`src/rtl/filter_ctrl_master_if.sv`:
```
// AXI4-Lite control bus between the filter job sequencer (master) and the
// filter IP control slave.
interface filter_ctrl_master_if #(
    parameter int DATA_WIDTH = 32,
    parameter int ADDR_WIDTH = 4
);
    logic [ADDR_WIDTH-1:0] awaddr;
    logic                  awvalid;
    logic                  awready;
    logic [DATA_WIDTH-1:0] wdata;
    logic                  wvalid;
    logic                  wready;
    logic [1:0]            bresp;
    logic                  bvalid;
    logic                  bready;
    logic [ADDR_WIDTH-1:0] araddr;
    logic                  arvalid;
    logic                  arready;
    logic [DATA_WIDTH-1:0] rdata;
    logic [1:0]            rresp;
    logic                  rvalid;
    logic                  rready;

    modport master (
        output awaddr, awvalid, wdata, wvalid, bready, araddr, arvalid, rready,
        input  awready, wready, bresp, bvalid, arready, rdata, rresp, rvalid
    );

    modport slave (
        input  awaddr, awvalid, wdata, wvalid, bready, araddr, arvalid, rready,
        output awready, wready, bresp, bvalid, arready, rdata, rresp, rvalid
    );
endinterface

```
`src/rtl/filter_ctrl_master.sv`:
```
// Runs one image-filter job over AXI4-Lite: wait idle, load kernel, start,
// wait done, stop. One transaction outstanding at a time.
module filter_ctrl_master #(
    parameter int AXI_CONTROL_DATA_WIDTH = 32,
    parameter int AXI_CONTROL_ADDR_WIDTH = 4,
    parameter int POLL_GAP               = 4,
    parameter int MAX_POLLS              = 1048576
) (
    input  logic                 clk,
    input  logic                 rst,
    input  logic                 start,
    input  logic [26:0]          filter_coeffs,
    output logic                 busy,
    output logic                 done,
    output logic                 error,
    filter_ctrl_master_if.master m_axi_control
);
    localparam int DW  = AXI_CONTROL_DATA_WIDTH;
    localparam int AW  = AXI_CONTROL_ADDR_WIDTH;
    localparam int PCW = $clog2(MAX_POLLS + 1);
    localparam int GW  = (POLL_GAP > 1) ? $clog2(POLL_GAP) : 1;

    localparam logic [GW-1:0]  GAP_LAST    = GW'((POLL_GAP > 0) ? POLL_GAP - 1 : 0);
    localparam logic [PCW-1:0] POLL_LIMIT  = PCW'(MAX_POLLS);
    localparam logic [AW-1:0]  ADDR_CTRL   = AW'(0);
    localparam logic [AW-1:0]  ADDR_STATUS = AW'(4);
    localparam logic [AW-1:0]  ADDR_FILTER = AW'(8);

    typedef enum logic [2:0] {
        S_IDLE, S_POLL_IDLE, S_WR_FILTER, S_WR_START, S_POLL_DONE, S_WR_STOP, S_FINISH
    } state_t;

    // Every bus step walks REQ -> RESP -> EVAL; polls add GAP before the next REQ.
    typedef enum logic [1:0] {PH_REQ, PH_RESP, PH_EVAL, PH_GAP} phase_t;

    state_t          state_q, state_d, state_after;
    phase_t          phase_q, phase_d;
    logic            aw_done_q, aw_done_d, w_done_q, w_done_d;
    logic            error_q, error_d;
    logic [26:0]     coeffs_q, coeffs_d;
    logic [DW-1:0]   rdata_q, rdata_d, status_target;
    logic [1:0]      resp_q, resp_d;
    logic [PCW-1:0]  poll_cnt_q, poll_cnt_d;
    logic [GW-1:0]   gap_cnt_q, gap_cnt_d;
    logic            is_poll, is_write;

    always_ff @(posedge clk or posedge rst) begin
        if (rst) begin
            state_q    <= S_IDLE;
            phase_q    <= PH_REQ;
            aw_done_q  <= 1'b0;
            w_done_q   <= 1'b0;
            error_q    <= 1'b0;
            coeffs_q   <= '0;
            rdata_q    <= '0;
            resp_q     <= '0;
            poll_cnt_q <= '0;
            gap_cnt_q  <= '0;
        end else begin
            state_q    <= state_d;
            phase_q    <= phase_d;
            aw_done_q  <= aw_done_d;
            w_done_q   <= w_done_d;
            error_q    <= error_d;
            coeffs_q   <= coeffs_d;
            rdata_q    <= rdata_d;
            resp_q     <= resp_d;
            poll_cnt_q <= poll_cnt_d;
            gap_cnt_q  <= gap_cnt_d;
        end
    end

    always_comb begin
        state_d    = state_q;
        phase_d    = phase_q;
        aw_done_d  = aw_done_q;
        w_done_d   = w_done_q;
        error_d    = error_q;
        coeffs_d   = coeffs_q;
        rdata_d    = rdata_q;
        resp_d     = resp_q;
        poll_cnt_d = poll_cnt_q;
        gap_cnt_d  = gap_cnt_q;

        is_poll  = (state_q == S_POLL_IDLE) || (state_q == S_POLL_DONE);
        is_write = (state_q == S_WR_FILTER) || (state_q == S_WR_START) || (state_q == S_WR_STOP);
        status_target = (state_q == S_POLL_DONE) ? DW'(2) : '0;

        case (state_q)
            S_POLL_IDLE: state_after = S_WR_FILTER;
            S_WR_FILTER: state_after = S_WR_START;
            S_WR_START:  state_after = S_POLL_DONE;
            S_POLL_DONE: state_after = S_WR_STOP;
            S_WR_STOP:   state_after = S_FINISH;
            default:     state_after = S_IDLE;
        endcase

        busy  = (state_q != S_IDLE);
        done  = (state_q == S_FINISH);
        error = error_q;

        m_axi_control.awaddr  = '0;
        m_axi_control.wdata   = '0;
        m_axi_control.araddr  = '0;
        m_axi_control.awvalid = 1'b0;
        m_axi_control.wvalid  = 1'b0;
        m_axi_control.bready  = 1'b0;
        m_axi_control.arvalid = 1'b0;
        m_axi_control.rready  = 1'b0;

        if (is_write) begin
            m_axi_control.awaddr = (state_q == S_WR_FILTER) ? ADDR_FILTER : ADDR_CTRL;
            if (state_q == S_WR_FILTER) m_axi_control.wdata = DW'(coeffs_q);
            else if (state_q == S_WR_START) m_axi_control.wdata = DW'(1);
        end
        if (is_poll) m_axi_control.araddr = ADDR_STATUS;

        case (state_q)
            S_IDLE: begin
                if (start) begin
                    state_d    = S_POLL_IDLE;
                    phase_d    = PH_REQ;
                    coeffs_d   = filter_coeffs;
                    error_d    = 1'b0;
                    poll_cnt_d = '0;
                end
            end
            S_FINISH: state_d = S_IDLE;
            default: begin
                unique case (phase_q)
                    PH_REQ: begin
                        if (is_write) begin
                            m_axi_control.awvalid = !aw_done_q;
                            m_axi_control.wvalid  = !w_done_q;
                            aw_done_d = aw_done_q | m_axi_control.awready;
                            w_done_d  = w_done_q | m_axi_control.wready;
                            if (aw_done_d && w_done_d) phase_d = PH_RESP;
                        end else begin
                            m_axi_control.arvalid = 1'b1;
                            if (m_axi_control.arready) phase_d = PH_RESP;
                        end
                    end
                    PH_RESP: begin
                        if (is_write) begin
                            m_axi_control.bready = 1'b1;
                            if (m_axi_control.bvalid) begin
                                resp_d  = m_axi_control.bresp;
                                phase_d = PH_EVAL;
                            end
                        end else begin
                            m_axi_control.rready = 1'b1;
                            if (m_axi_control.rvalid) begin
                                resp_d     = m_axi_control.rresp;
                                rdata_d    = m_axi_control.rdata;
                                poll_cnt_d = poll_cnt_q + 1'b1;
                                phase_d    = PH_EVAL;
                            end
                        end
                    end
                    PH_EVAL: begin
                        phase_d   = PH_REQ;
                        aw_done_d = 1'b0;
                        w_done_d  = 1'b0;
                        if (resp_q != 2'b00) begin
                            error_d = 1'b1;
                            state_d = S_IDLE;
                        end else if (!is_poll || rdata_q == status_target) begin
                            state_d    = state_after;
                            poll_cnt_d = '0;
                        end else if (poll_cnt_q >= POLL_LIMIT) begin
                            error_d = 1'b1;
                            state_d = S_IDLE;
                        end else if (POLL_GAP > 0) begin
                            phase_d   = PH_GAP;
                            gap_cnt_d = '0;
                        end
                    end
                    PH_GAP: begin
                        gap_cnt_d = gap_cnt_q + 1'b1;
                        if (gap_cnt_q == GAP_LAST) phase_d = PH_REQ;
                    end
                endcase
            end
        endcase
    end
endmodule
```
`src/flat_wrapper.sv`:
```
// flat-port wrapper written by rule: the top's interface ports become plain ports
module filter_ctrl_master_flat 
#(
    parameter int AXI_CONTROL_DATA_WIDTH = 32,
    parameter int AXI_CONTROL_ADDR_WIDTH = 4,
    parameter int POLL_GAP               = 4,
    parameter int MAX_POLLS              = 1048576
)
  (clk, rst, start, filter_coeffs, busy, done, error, m_axi_control_awaddr, m_axi_control_awvalid, m_axi_control_wdata, m_axi_control_wvalid, m_axi_control_bready, m_axi_control_araddr, m_axi_control_arvalid, m_axi_control_rready, m_axi_control_awready, m_axi_control_wready, m_axi_control_bresp, m_axi_control_bvalid, m_axi_control_arready, m_axi_control_rdata, m_axi_control_rresp, m_axi_control_rvalid);
  filter_ctrl_master_if m_axi_control_i ();
  input  logic clk;
  input  logic rst;
  input  logic start;
  input  logic [26:0] filter_coeffs;
  output logic busy;
  output logic done;
  output logic error;
  output wire logic [$bits(m_axi_control_i.awaddr)-1:0] m_axi_control_awaddr;
  output wire logic [$bits(m_axi_control_i.awvalid)-1:0] m_axi_control_awvalid;
  output wire logic [$bits(m_axi_control_i.wdata)-1:0] m_axi_control_wdata;
  output wire logic [$bits(m_axi_control_i.wvalid)-1:0] m_axi_control_wvalid;
  output wire logic [$bits(m_axi_control_i.bready)-1:0] m_axi_control_bready;
  output wire logic [$bits(m_axi_control_i.araddr)-1:0] m_axi_control_araddr;
  output wire logic [$bits(m_axi_control_i.arvalid)-1:0] m_axi_control_arvalid;
  output wire logic [$bits(m_axi_control_i.rready)-1:0] m_axi_control_rready;
  input wire logic [$bits(m_axi_control_i.awready)-1:0] m_axi_control_awready;
  input wire logic [$bits(m_axi_control_i.wready)-1:0] m_axi_control_wready;
  input wire logic [$bits(m_axi_control_i.bresp)-1:0] m_axi_control_bresp;
  input wire logic [$bits(m_axi_control_i.bvalid)-1:0] m_axi_control_bvalid;
  input wire logic [$bits(m_axi_control_i.arready)-1:0] m_axi_control_arready;
  input wire logic [$bits(m_axi_control_i.rdata)-1:0] m_axi_control_rdata;
  input wire logic [$bits(m_axi_control_i.rresp)-1:0] m_axi_control_rresp;
  input wire logic [$bits(m_axi_control_i.rvalid)-1:0] m_axi_control_rvalid;
  assign m_axi_control_awaddr = m_axi_control_i.awaddr;
  assign m_axi_control_awvalid = m_axi_control_i.awvalid;
  assign m_axi_control_wdata = m_axi_control_i.wdata;
  assign m_axi_control_wvalid = m_axi_control_i.wvalid;
  assign m_axi_control_bready = m_axi_control_i.bready;
  assign m_axi_control_araddr = m_axi_control_i.araddr;
  assign m_axi_control_arvalid = m_axi_control_i.arvalid;
  assign m_axi_control_rready = m_axi_control_i.rready;
  assign m_axi_control_i.awready = m_axi_control_awready;
  assign m_axi_control_i.wready = m_axi_control_wready;
  assign m_axi_control_i.bresp = m_axi_control_bresp;
  assign m_axi_control_i.bvalid = m_axi_control_bvalid;
  assign m_axi_control_i.arready = m_axi_control_arready;
  assign m_axi_control_i.rdata = m_axi_control_rdata;
  assign m_axi_control_i.rresp = m_axi_control_rresp;
  assign m_axi_control_i.rvalid = m_axi_control_rvalid;
  filter_ctrl_master #(.AXI_CONTROL_DATA_WIDTH(AXI_CONTROL_DATA_WIDTH), .AXI_CONTROL_ADDR_WIDTH(AXI_CONTROL_ADDR_WIDTH), .POLL_GAP(POLL_GAP), .MAX_POLLS(MAX_POLLS)) u_core (.clk(clk), .rst(rst), .start(start), .filter_coeffs(filter_coeffs), .busy(busy), .done(done), .error(error), .m_axi_control(m_axi_control_i));
endmodule
```
`config.mk`:
```
export PLATFORM = sky130hd
export DESIGN_NAME = filter_ctrl_master_flat
export DESIGN_NICKNAME = d
export VERILOG_FILES = /design/src/rtl/filter_ctrl_master_if.sv /design/src/rtl/filter_ctrl_master.sv /design/src/flat_wrapper.sv
export SDC_FILE = /design/constraint.sdc
export NUM_CORES = 1
export LEC_CHECK = 0
export ABC_AREA = 1
export CAP_MARGIN = 40
export CORE_ASPECT_RATIO = 1.5
export CORE_MARGIN = 2
export CORE_UTILIZATION = 51
export CTS_CLUSTER_SIZE = 12
export DETAILED_ROUTE_END_ITERATION = 16
export PLACE_DENSITY = 0.84
export SLEW_MARGIN = 0
export SYNTH_ARGS = -nofsm -noshare
export SYNTH_HDL_FRONTEND = slang
export SYNTH_SLANG_ARGS = --single-unit
```
`constraint.sdc`:
```
create_clock -name clk -period 3.8 [get_ports clk]
set_clock_uncertainty 0.2 [all_clocks]
set_input_delay 0.76 -clock clk [delete_from_list [all_inputs] [get_ports clk]]
set_output_delay 0.76 -clock clk [all_outputs]
set_load 0.02 [all_outputs]
```
; ---- After elaboration in Yosys (flattened, before gate mapping)
; Cells that the tools add are included.
; Widths: inputs -> output; s select.
[totals]
ff_bits = 92
input_bits = 71
output_inout_bits = 48
word_cells = 140
[op_classes]
n_addsub = 2
order_cmp = 1
n_eq_ne = 27
mux = 65
bitwise_logic = 5
n_reduce_logical = 30
[op_table]
columns = cell, count
row1 = $mux 21, 5
row2 = $pmux 21 s2, 2
row3 = $mux 32, 2
row4 = $mux 2, 18
row5 = $eq 32x32->1, 1
row6 = $mux 1, 22
row7 = $add 21x1->21 const B, 1
row8 = $ge 21x21->1 const B, 1
row9 = $mux 3, 6
row10 = $pmux 3 s5, 1
row11 = $reduce_and 7->1, 2
row12 = $reduce_bool 3->1, 4
row13 = $ne 2x2->1 const B, 5
row14 = $reduce_and 5->1, 2
row15 = $reduce_bool 2->1, 5
row16 = $eq 3x3->1 const B, 3
row17 = $ne 3x2->1 const B, 3
row18 = $mux 4, 2
row19 = $ne 4x2->1 const B, 2
row20 = $ne 4x4->1 const B, 2
row21 = $pmux 2 s2, 2
row22 = $pmux 2 s4, 1
row23 = $reduce_and 4->1, 2
row24 = $eq 2x2->1 const B, 3
row25 = other kinds (20), 33

; ---- Logic depth before layout (Yosys ltp)
; Gate-level depths: netlist of the first run.
[logic_depth]
depth_word = 8
mapped_depth = 12
depth_no_buf = 11

; ---- Worst setup path after synthesis of the first run
; No wires, ideal clock.
[synth_timing]
path_type = reg2out
from = reg u_core.state_q[2]
to = out m_axi_control_wdata[10]
arrival_ps = 1843
required_time_ps = 2840
slack_ps = 997
stages_incl_launch_ff = 9
n_path_buf = 2
cell_sequence = dfrtp_1 buf_4 inv_1 ha_1 inv_1 nor2_1 inv_2 clkbuf_1 nor2_1
[synth_between]
elab_chain_cells = 4
elab_cells_between_ends = 7
classes_between = 3 x eq/ne / 2 x mux / 2 x reduce/logical
[synth_rtl]
columns = item, line
row1 = from (decl), filter_ctrl_master.sv:36  ; state_t state_q, state_d, state_after;
row2 = from (signal assigned), filter_ctrl_master.sv:60  ; state_q <= state_d;
row3 = $eq 3x2->1 (on tied branches), "filter_ctrl_master.sv:86, filter_ctrl_master.sv:113"
row4 = $logic_or 1x1->1 (2 in series), filter_ctrl_master.sv:86  ; is_write = (state_q == S_WR_FILTER) || (state_q == S_WR_START) || (state_q == S_WR_STOP);
row5 = $mux 32 (*), filter_ctrl_master.sv:111  ; if (is_write) begin
row6 = to (decl), flat_wrapper.sv:20  ; output wire logic [$bits(m_axi_control_i.wdata)-1:0] m_axi_control_wdata;
; Every way passes the cells marked *; elsewhere a longest branch is shown, timed or not.

; ---- Worst setup path after layout of the first run
[layout_timing]
from = reg u_core.state_q[2]
to = out m_axi_control_bready
[layout_between]
elab_chain_cells = 6
elab_cells_between_ends = 11
classes_between = 4 x eq/ne / 3 x mux / 4 x reduce/logical
[layout_rtl]
columns = item, line
row1 = $eq 3x2->1, filter_ctrl_master.sv:86
row2 = $logic_or 1x1->1 (2 in series), filter_ctrl_master.sv:86
row3 = $mux 1, filter_ctrl_master.sv:144  ; if (is_write) begin
row4 = $mux 1, filter_ctrl_master.sv:130  ; unique case (phase_q)
row5 = $mux 1 (*), filter_ctrl_master.sv:118  ; case (state_q)
row6 = to (decl), flat_wrapper.sv:22  ; output wire logic [$bits(m_axi_control_i.bready)-1:0] m_axi_control_bready;
; Marked as above.

==> results of run 1 <==
## kinds of logic after synthesis
logic type	count (synthesis)
buffers and inverters	101
xor gates and xnor gates	9
other	1
adders and majority gates	8
and+or+nand+nor	436
muxes	4
DFF	92
AOI/OAI and AO/OA	49
## stage by stage
stage / hold WS [ps] / instance area, um^2
2_1_floorplan: 243 / 5140
3_3_place_gp: 254 / 6150
3_5_place_dp: 262 / 6150
4_1_cts: 277 / 6430
5_1_grt: 292 / 6430
6_report: 273 / 6430
## cells in the final DEF, fill, tap and decap left out, types with 5 or more instances in the layout
master and instances:
nand2_1 221, nor2_1 117, clkdlybuf4s50_1 107, dfrtp_1 92
inv_1 57, nand3_1 56, a21oi_1 28, nor3_1 16
o21ai_0 15, conb_1 11, clkbuf_16 9, ha_1 8
or2_2 6, inv_2 5, xor2_1 5, nand4_1 5
## state kept, by name (all words and copies together) (netlist names)
| signal | count |
|---|---|
| u_core.aw_done_q | 1 |
| u_core.coeffs_q | 27 |
| u_core.error | 1 |
| u_core.gap_cnt_q | 2 |
| u_core.phase_q | 2 |
| u_core.poll_cnt_q | 21 |
| u_core.rdata_q | 32 |
| u_core.resp_q | 2 |
| u_core.state_q | 3 |
| u_core.w_done_q | 1 |
## power breakdown
| group | internal [W] | total (W) | switching (W) |
|---|---|---|---|
| clock | 0.000450 | 0.000838 | 0.000387 |
| combinational | 0.000582 | 0.00173 | 0.00115 |
| sequential | 0.00133 | 0.00152 | 0.000190 |
| total | 0.00236 | 0.00409 | 0.00172 |
## per-layer routing
metal  GRT usage [%]  up-vias  part of all wire [%]
met5               0        -                     0
met3            3.64       37                   4.9
met2            42.6      152                    53
li1                -     2350                     -
met1            28.6     2178                    39
met4            10.8        0                   3.3
## worst max path at each step
stage,cells after the start,end,startpoint
2_1_floorplan,1,u_core.aw_done_q$_DFFE_PP0P_,rst
3_3_place_gp,7,m_axi_control_wdata[17],u_core.state_q[2]$_DFFE_PP0P_
3_5_place_dp,7,m_axi_control_wdata[5],u_core.state_q[2]$_DFFE_PP0P_
4_1_cts,7,m_axi_control_wdata[5],u_core.state_q[2]$_DFFE_PP0P_
5_1_grt,8,m_axi_control_wdata[3],u_core.state_q[0]$_DFFE_PP0P_
6_report,7,m_axi_control_bready,u_core.state_q[2]$_DFFE_PP0P_
## critical path, delay by kind of cell (launching register included)
| kind | cells | cell delay (ps) |
|---|---|---|
| buffers and inverters | 4 | 1030 |
| AND/OR/NAND/NOR | 2 | 420 |
| adder cells (fa/ha/maj) | 1 | 170 |
| flip-flops | 1 | 480 |
## area by class of cell
| type | instances | area [um^2] | area share (%) |
|---|---|---|---|
| inverter | 63 | 238 | 3.70 |
| multi-input combinational | 517 | 2340 | 36.5 |
| clock inverter | 6 | 47.5 | 0.740 |
| timing repair buffer | 112 | 1120 | 17.4 |
| sequential | 92 | 2300 | 35.8 |
| clock buffer | 10 | 229 | 3.56 |
| tap | 115 | 144 | 2.24 |
==> results by group, run 1 <==
Timing
  – Setup TNS: 0 ps
  – PnR worst setup slack: 400 ps
  – Final Cycle Share: about nine tenths
  – Max-slew headroom: 49.5%
  – Slew Viols, Final: 0
  – Final Hold Fails: 0
  – Final setup vio count: 0
  – RSZ-0062 raised after global routing: false
  – F_max: 294 MHz
  – Crit path time final: between 3000 and 4000 ps
  – Worst slew pin tran: roughly 760 ps

GRT
  – Number of global-route vias before repair: about 4600
  – Total congestion overflow: 0
  – Global-route wire length before repair: about 21 mm
  – Initial antenna violation count: 0
  – Total global-route track usage: 24.1%
  – Pin count of the biggest net entering global routing: 53

Yosys
  – Ys async rst share: 100%
  – Cell with the most instances after synthesis: nand2_1
  – Complex-gate fraction of the synthesized area: around 5.4%
  – Synth Area in Adders: 1.96%
  – Yosys top cell by area: dfrtp_1
  – Syn Inst Count: 700
  – Post-synth design cell area: approximately 5100 um^2
  – Seq cells post-synth: approximately 90
  – Main combinational cell family by area after synthesis: simple AND/OR/NAND/NOR gates
  – Yosys cell types: 32
  – Post-synth EDFFs: 0
  – Synth warn: 0
  – Top-area cell type share of the netlist area: between 40% and 50%
  – Top cells by count, synth: nand2_1, nor2_1, dfrtp_1
  – Simple-Gate Fraction of Synth Area: a little over a third
  – XOR/XNOR Fraction of Synth Area: around 1.5%
  – Top post-synthesis cells by area: dfrtp_1, nand2_1, nor2_1
  – Ys flop type: dfrtp_1
  – Mean post-synth cell area: around 7.3 um^2
  – Sequential area share after synthesis: between 40% and 50%
  – Post-synthesis mux area share: less than 1%

Clocking
  – Clock Pin Slew Worst Setup and Hold Paths: about 70 ps
  – Cts hold-fix bufs: 0
  – Total CTS buffers: 9
  – CTS Buffer Depth: 2
  – Sink Count: 92
  – Post-CTS Setup Repair Bufs: 0
  – CTS resizes: 0
  – Worst skew pair latency: 350 ps
  – H-tree depth: 3
  – CTS tree: done
  – CTS root buf: clkbuf_16

Worst setup path
  – Arrival @ worst endpoint: between 2000 and 2500 ps
  – CP cell instances: inv_1, ha_1, inv_1, nand2_4, inv_2, nor3_1, clkdlybuf4s50_1
  – Worst R2R Start: u_core.phase_q[0]$_DFFE_PP0P_
  – Critical path class: flip-flop to primary output
  – CP most frequent cell: inv_1
  – R2r endpoint: u_core.state_q[0]$_DFFE_PP0P_
  – Nature of the critical path endpoint: primary output
  – CP max stage delay: 670 ps
  – Critical Path Source Type: flip-flop
  – WP data required: 2840 ps
  – Max FO, Critical Path: 9
  – Slowest stage cell on the critical path: clkdlybuf4s50_1
  – Worst R2R Setup Slack: 1110 ps
  – R2R cell count: 9

Floorplanning
  – Core ar.: 9690 um^2
  – Die Span X: 85.6 um
  – DIE AREA: 10800 um^2
  – Rows: 44
  – Die H: between 100 and 150 um
  – I/O Pins: approximately 120
  – Initial Util: between 50% and 60%

Worst hold path
  – Hold Path End: u_core.rdata_q[30]$_DFFE_PP0P_
  – Hold depth: 2
  – Hold Crit Start: u_core.rdata_q[30]$_DFFE_PP0P_
  – Worst hold path type: flip-flop to flip-flop

Final layout
  – # fillers: roughly 800
  – NumNets Final: between 800 and 900
  – Fin cells: approximately 920
  – Layout cells sized above 1: between 5 and 6%
  – Final Util: 66.3%
  – Area growth syn-to-layout: 26.0%
  – Ant diodes: 0

Drt
  – Drt wl/cell: between 10 and 15 um
  – 1st-pass router iterations: 5
  – Drt via density: 5.16
  – Vias: 4717
  – First DRT Iteration DRCs: about 310
  – Routed Antenna Nets: 0
  – DRC: 0
  – WL final: between 10 and 15 mm

Pwr
  – VDD IR max: roughly 0.42 mV
  – Design Power: approximately 0.0041 W
  – Leak pwr: 3.13 nW
  – PD cells: 636 nW/um^2

Placed design
  – Port bufs: approximately 110
  – GP Congestion: 0.934
  – DP HPWL: just over 9 mm
  – Pre-CTS setup slack: just under 800 ps
  – Dpl cells: 899

Flow run
  – Max-cap violations: 0

Outcome
  – Status: completed
No activity file was read; power rests on OpenSTA's default activity.
==> run 2, diff against run 1 <==
--- a/config.mk
+++ b/config.mk
@@ -8,10 +8,10 @@
 export ABC_AREA = 1
 export CAP_MARGIN = 40
 export CORE_ASPECT_RATIO = 1.5
-export CORE_MARGIN = 2
 export CORE_UTILIZATION = 51
 export CTS_CLUSTER_SIZE = 12
 export DETAILED_ROUTE_END_ITERATION = 16
+export MAX_ROUTING_LAYER = met4
 export PLACE_DENSITY = 0.84
 export SLEW_MARGIN = 0
 export SYNTH_ARGS = -nofsm -noshare
==> run 2 against run 1 <==
  * Count of clock-buffer cells in the layout is the same
  * Combinational power is essentially flat
  * Cell count is the same
  * Highest routed layer unchanged
  * First-iteration DRC count grew 3.2%
  * Sequential power is essentially flat
  * Utilization grew 0.10 points
  * Die area shrank 3.9%
  * Largest power group unchanged
==> results by group, run 2 (synthesis results as in run 1) <==
Final layout
  – Max reg flops: 32 (unchanged)
  – Fin cells: 915 (unchanged)
  – Top reg by flops: u_core.rdata_q (unchanged)
  – Layout cells sized above 1: 5.88% (was 5.75%)
  – Commonest non-fill, non-tap cells in the layout: nand2_1, nor2_1, clkdlybuf4s50_1, dfrtp_1, inv_1 (unchanged)
  – Commonest non-fill, non-tap cell in the layout: nand2_1 (unchanged)
  – Final Util: 66.4% (was 66.3%)
  – Area growth syn-to-layout: 26.2% (was 26.0%)
  – # fillers: 802 (was 799)
  – Design Area, Final: 6440 um^2 (was 6430 um^2)
  – Biggest regs: u_core.rdata_q x32, u_core.coeffs_q x27, u_core.poll_cnt_q x21 (unchanged)
  – NumNets Final: 875 (was 874)
  – Ant diodes: 0 (unchanged)

Timing
  – Setup TNS: 0 ps (unchanged)
  – Max-slew headroom: 47.6% (was 49.5%)
  – Final Cycle Share: 91.5% (was 89.5%)
  – RSZ-0062 raised after global routing: false (unchanged)
  – Worst slew pin tran: 785 ps (was 757 ps)
  – Crit path time final: 3480 ps (was 3400 ps)
  – Final setup vio count: 0 (unchanged)
  – Final Hold Fails: 0 (unchanged)
  – Slew Viols, Final: 0 (unchanged)
  – PnR worst setup slack: 324 ps (was 400 ps)
  – F_max: 288 MHz (was 294 MHz)

Drt
  – Routed Antenna Nets: 0 (unchanged)
  – 1st-pass router iterations: 5 (unchanged)
  – DRC: 0 (unchanged)
  – Drt via density: 5.26 (was 5.16)
  – Drt wl/cell: 14.0 um (was 13.7 um)
  – First DRT Iteration DRCs: 324 (was 314)
  – Vias: 4814 (was 4717)
  – WL final: 12.8 mm (was 12.6 mm)

Floorplanning
  – Die Span X: 83.6 um (was 85.6 um)
  – Die H: 124 um (was 126 um)
  – DIE AREA: 10400 um^2 (was 10800 um^2)
  – Rows: 44 (unchanged)
  – Initial Util: 52.6% (unchanged)
  – Core ar.: 9690 um^2 (unchanged)
  – I/O Pins: 119 (unchanged)

Placed design
  – Dpl cells: 900 (was 899)
  – DP HPWL: 9.61 mm (was 9.25 mm)
  – Placed cell areas: 6140 um^2 (was 6150 um^2)
  – Port bufs: 107 (unchanged)
  – GP Congestion: 1.01 (was 0.934)
  – Pre-CTS setup slack: 747 ps (was 773 ps)

Worst hold path
  – Hold depth: 2 (unchanged)
  – Worst hold path type: flip-flop to flip-flop (unchanged)

Worst setup path
  – Top delay family on crit path: buffers and inverters (unchanged)
  – Max FO, Critical Path: 25 (was 9)
  – CP max stage delay: 630 ps (was 670 ps)
  – Critical path depth: 8 (was 7)
  – Critical Path Source Type: flip-flop (unchanged)
  – WP data required: 2840 ps (about the same)
  – Critical path class: flip-flop to primary output (unchanged)
  – Worst R2R Setup Slack: 980 ps (was 1110 ps)
  – Arrival @ worst endpoint: 2520 ps (was 2440 ps)
  – Nature of the critical path endpoint: primary output (unchanged)
  – R2R cell count: 9 (unchanged)
  – Slowest stage cell on the critical path: clkdlybuf4s50_1 (unchanged)
  – CP cell instances: inv_2, nand2_1, nor2_1, inv_1, nor2_1, inv_2, nor2_1, clkdlybuf4s50_1 (was inv_1, ha_1, inv_1, nand2_4, inv_2, nor3_1, clkdlybuf4s50_1)
  – Critical path buffer and inverter count: 4 (unchanged)
  – CP most frequent cell: nor2_1 (was inv_1)

Clocking
  – CTS root buf: clkbuf_16 (unchanged)
  – Sink Count: 92 (unchanged)
  – Cts hold-fix bufs: 0 (unchanged)
  – H-tree depth: 3 (unchanged)
  – CTS resizes: 0 (unchanged)
  – CTS tree: done (unchanged)
  – CTS Buffer Depth: 2 (unchanged)
  – Clock Pin Slew Worst Setup and Hold Paths: 60 ps (was 70 ps)
  – Worst skew pair latency: 340 ps (was 350 ps)
  – Post-CTS Setup Repair Bufs: 0 (unchanged)
  – Total CTS buffers: 9 (unchanged)

Pwr
  – Leak pwr: 3.14 nW (was 3.13 nW)
  – Seq pwr share: 36.8% (was 37.2%)
  – VDD IR max: 0.441 mV (was 0.422 mV)
  – Sw Pwr: 0.00171 W (was 0.00172 W)
  – Combinational Power Share: 41.9% (was 42.3%)
  – PD cells: 643 nW/um^2 (was 636 nW/um^2)
  – Clk pwr share: 21.3% (was 20.5%)
  – Internal power: 0.00243 W (was 0.00236 W)
  – Switching share of power: 41.2% (was 42.2%)

GRT
  – Pin count of the biggest net entering global routing: 53 (unchanged)
  – Initial antenna violation count: 0 (unchanged)
  – Number of global-route vias before repair: 4732 (was 4648)
  – Total global-route track usage: 26.2% (was 24.1%)
  – Global-route wire length before repair: 21.4 mm (was 21.0 mm)
  – Total congestion overflow: 0 (unchanged)

Outcome
  – Status: completed (unchanged)

Flow run
  – Max-cap violations: 0 (unchanged)
-- run 2: per-stage QoR --
stage | power, W | hold slack, ps
after global routing | 0.00445 | 300
final | 0.00414 | 272
after detailed placement | 0.00327 | 260
after floorplan | 0.00281 | 243
after CTS | 0.00415 | 275
after global placement | 0.00316 | 253
-- run 2: layer usage --
layer  GRT usage [%]  routed length, um
met5               -                  0
met3            3.84                533
met2            46.3               6950
met1            29.0               4960
met4            11.7                380
-- run 2: path summary, 6_finish.rpt --
| kind | start | endpoint |
|---|---|---|
| max in group asynchronous | rst | u_core.rdata_q[5]$_DFFE_PP0P_ |
| min in group asynchronous | rst | u_core.rdata_q[3]$_DFFE_PP0P_ |
| hold reg to reg | u_core.rdata_q[26]$_DFFE_PP0P_ | u_core.rdata_q[26]$_DFFE_PP0P_ |
| setup reg to reg | u_core.state_q[1]$_DFFE_PP0P_ | u_core.poll_cnt_q[15]$_DFFE_PP0P_ |
| setup / recovery | u_core.state_q[0]$_DFFE_PP0P_ | m_axi_control_wdata[7] |
| hold / removal | u_core.rdata_q[26]$_DFFE_PP0P_ | u_core.rdata_q[26]$_DFFE_PP0P_ |
-- run 2: final cells by class --
cell class	instances	area (um^2)	area share [%]
clock buffers	10	239	3.71
clock inverters	5	52.6	0.816
inverters	63	238	3.69
multi-input cells	517	2340	36.4
flip-flops and latches	92	2300	35.8
well taps	115	144	2.24
repair buffers	113	1120	17.3
-- run 2: power groups by stage --
stage / Combinational (W) / Clock, W / Sequential (W)
after floorplan: 0.00132 / 0 / 0.00149
after global placement: 0.00165 / 0 / 0.00151
after detailed placement: 0.00173 / 0 / 0.00154
after CTS: 0.00173 / 0.000891 / 0.00152
after global routing: 0.00195 / 0.000932 / 0.00156
final: 0.00173 / 0.000881 / 0.00153
-- run 2: worst reg2reg max path, delay by kind of cell (launching register included) --
family | cells | cell delay, ps
DFF | 1 | 460
buffers and inverters | 2 | 890
and+or+nand+nor | 7 | 1170
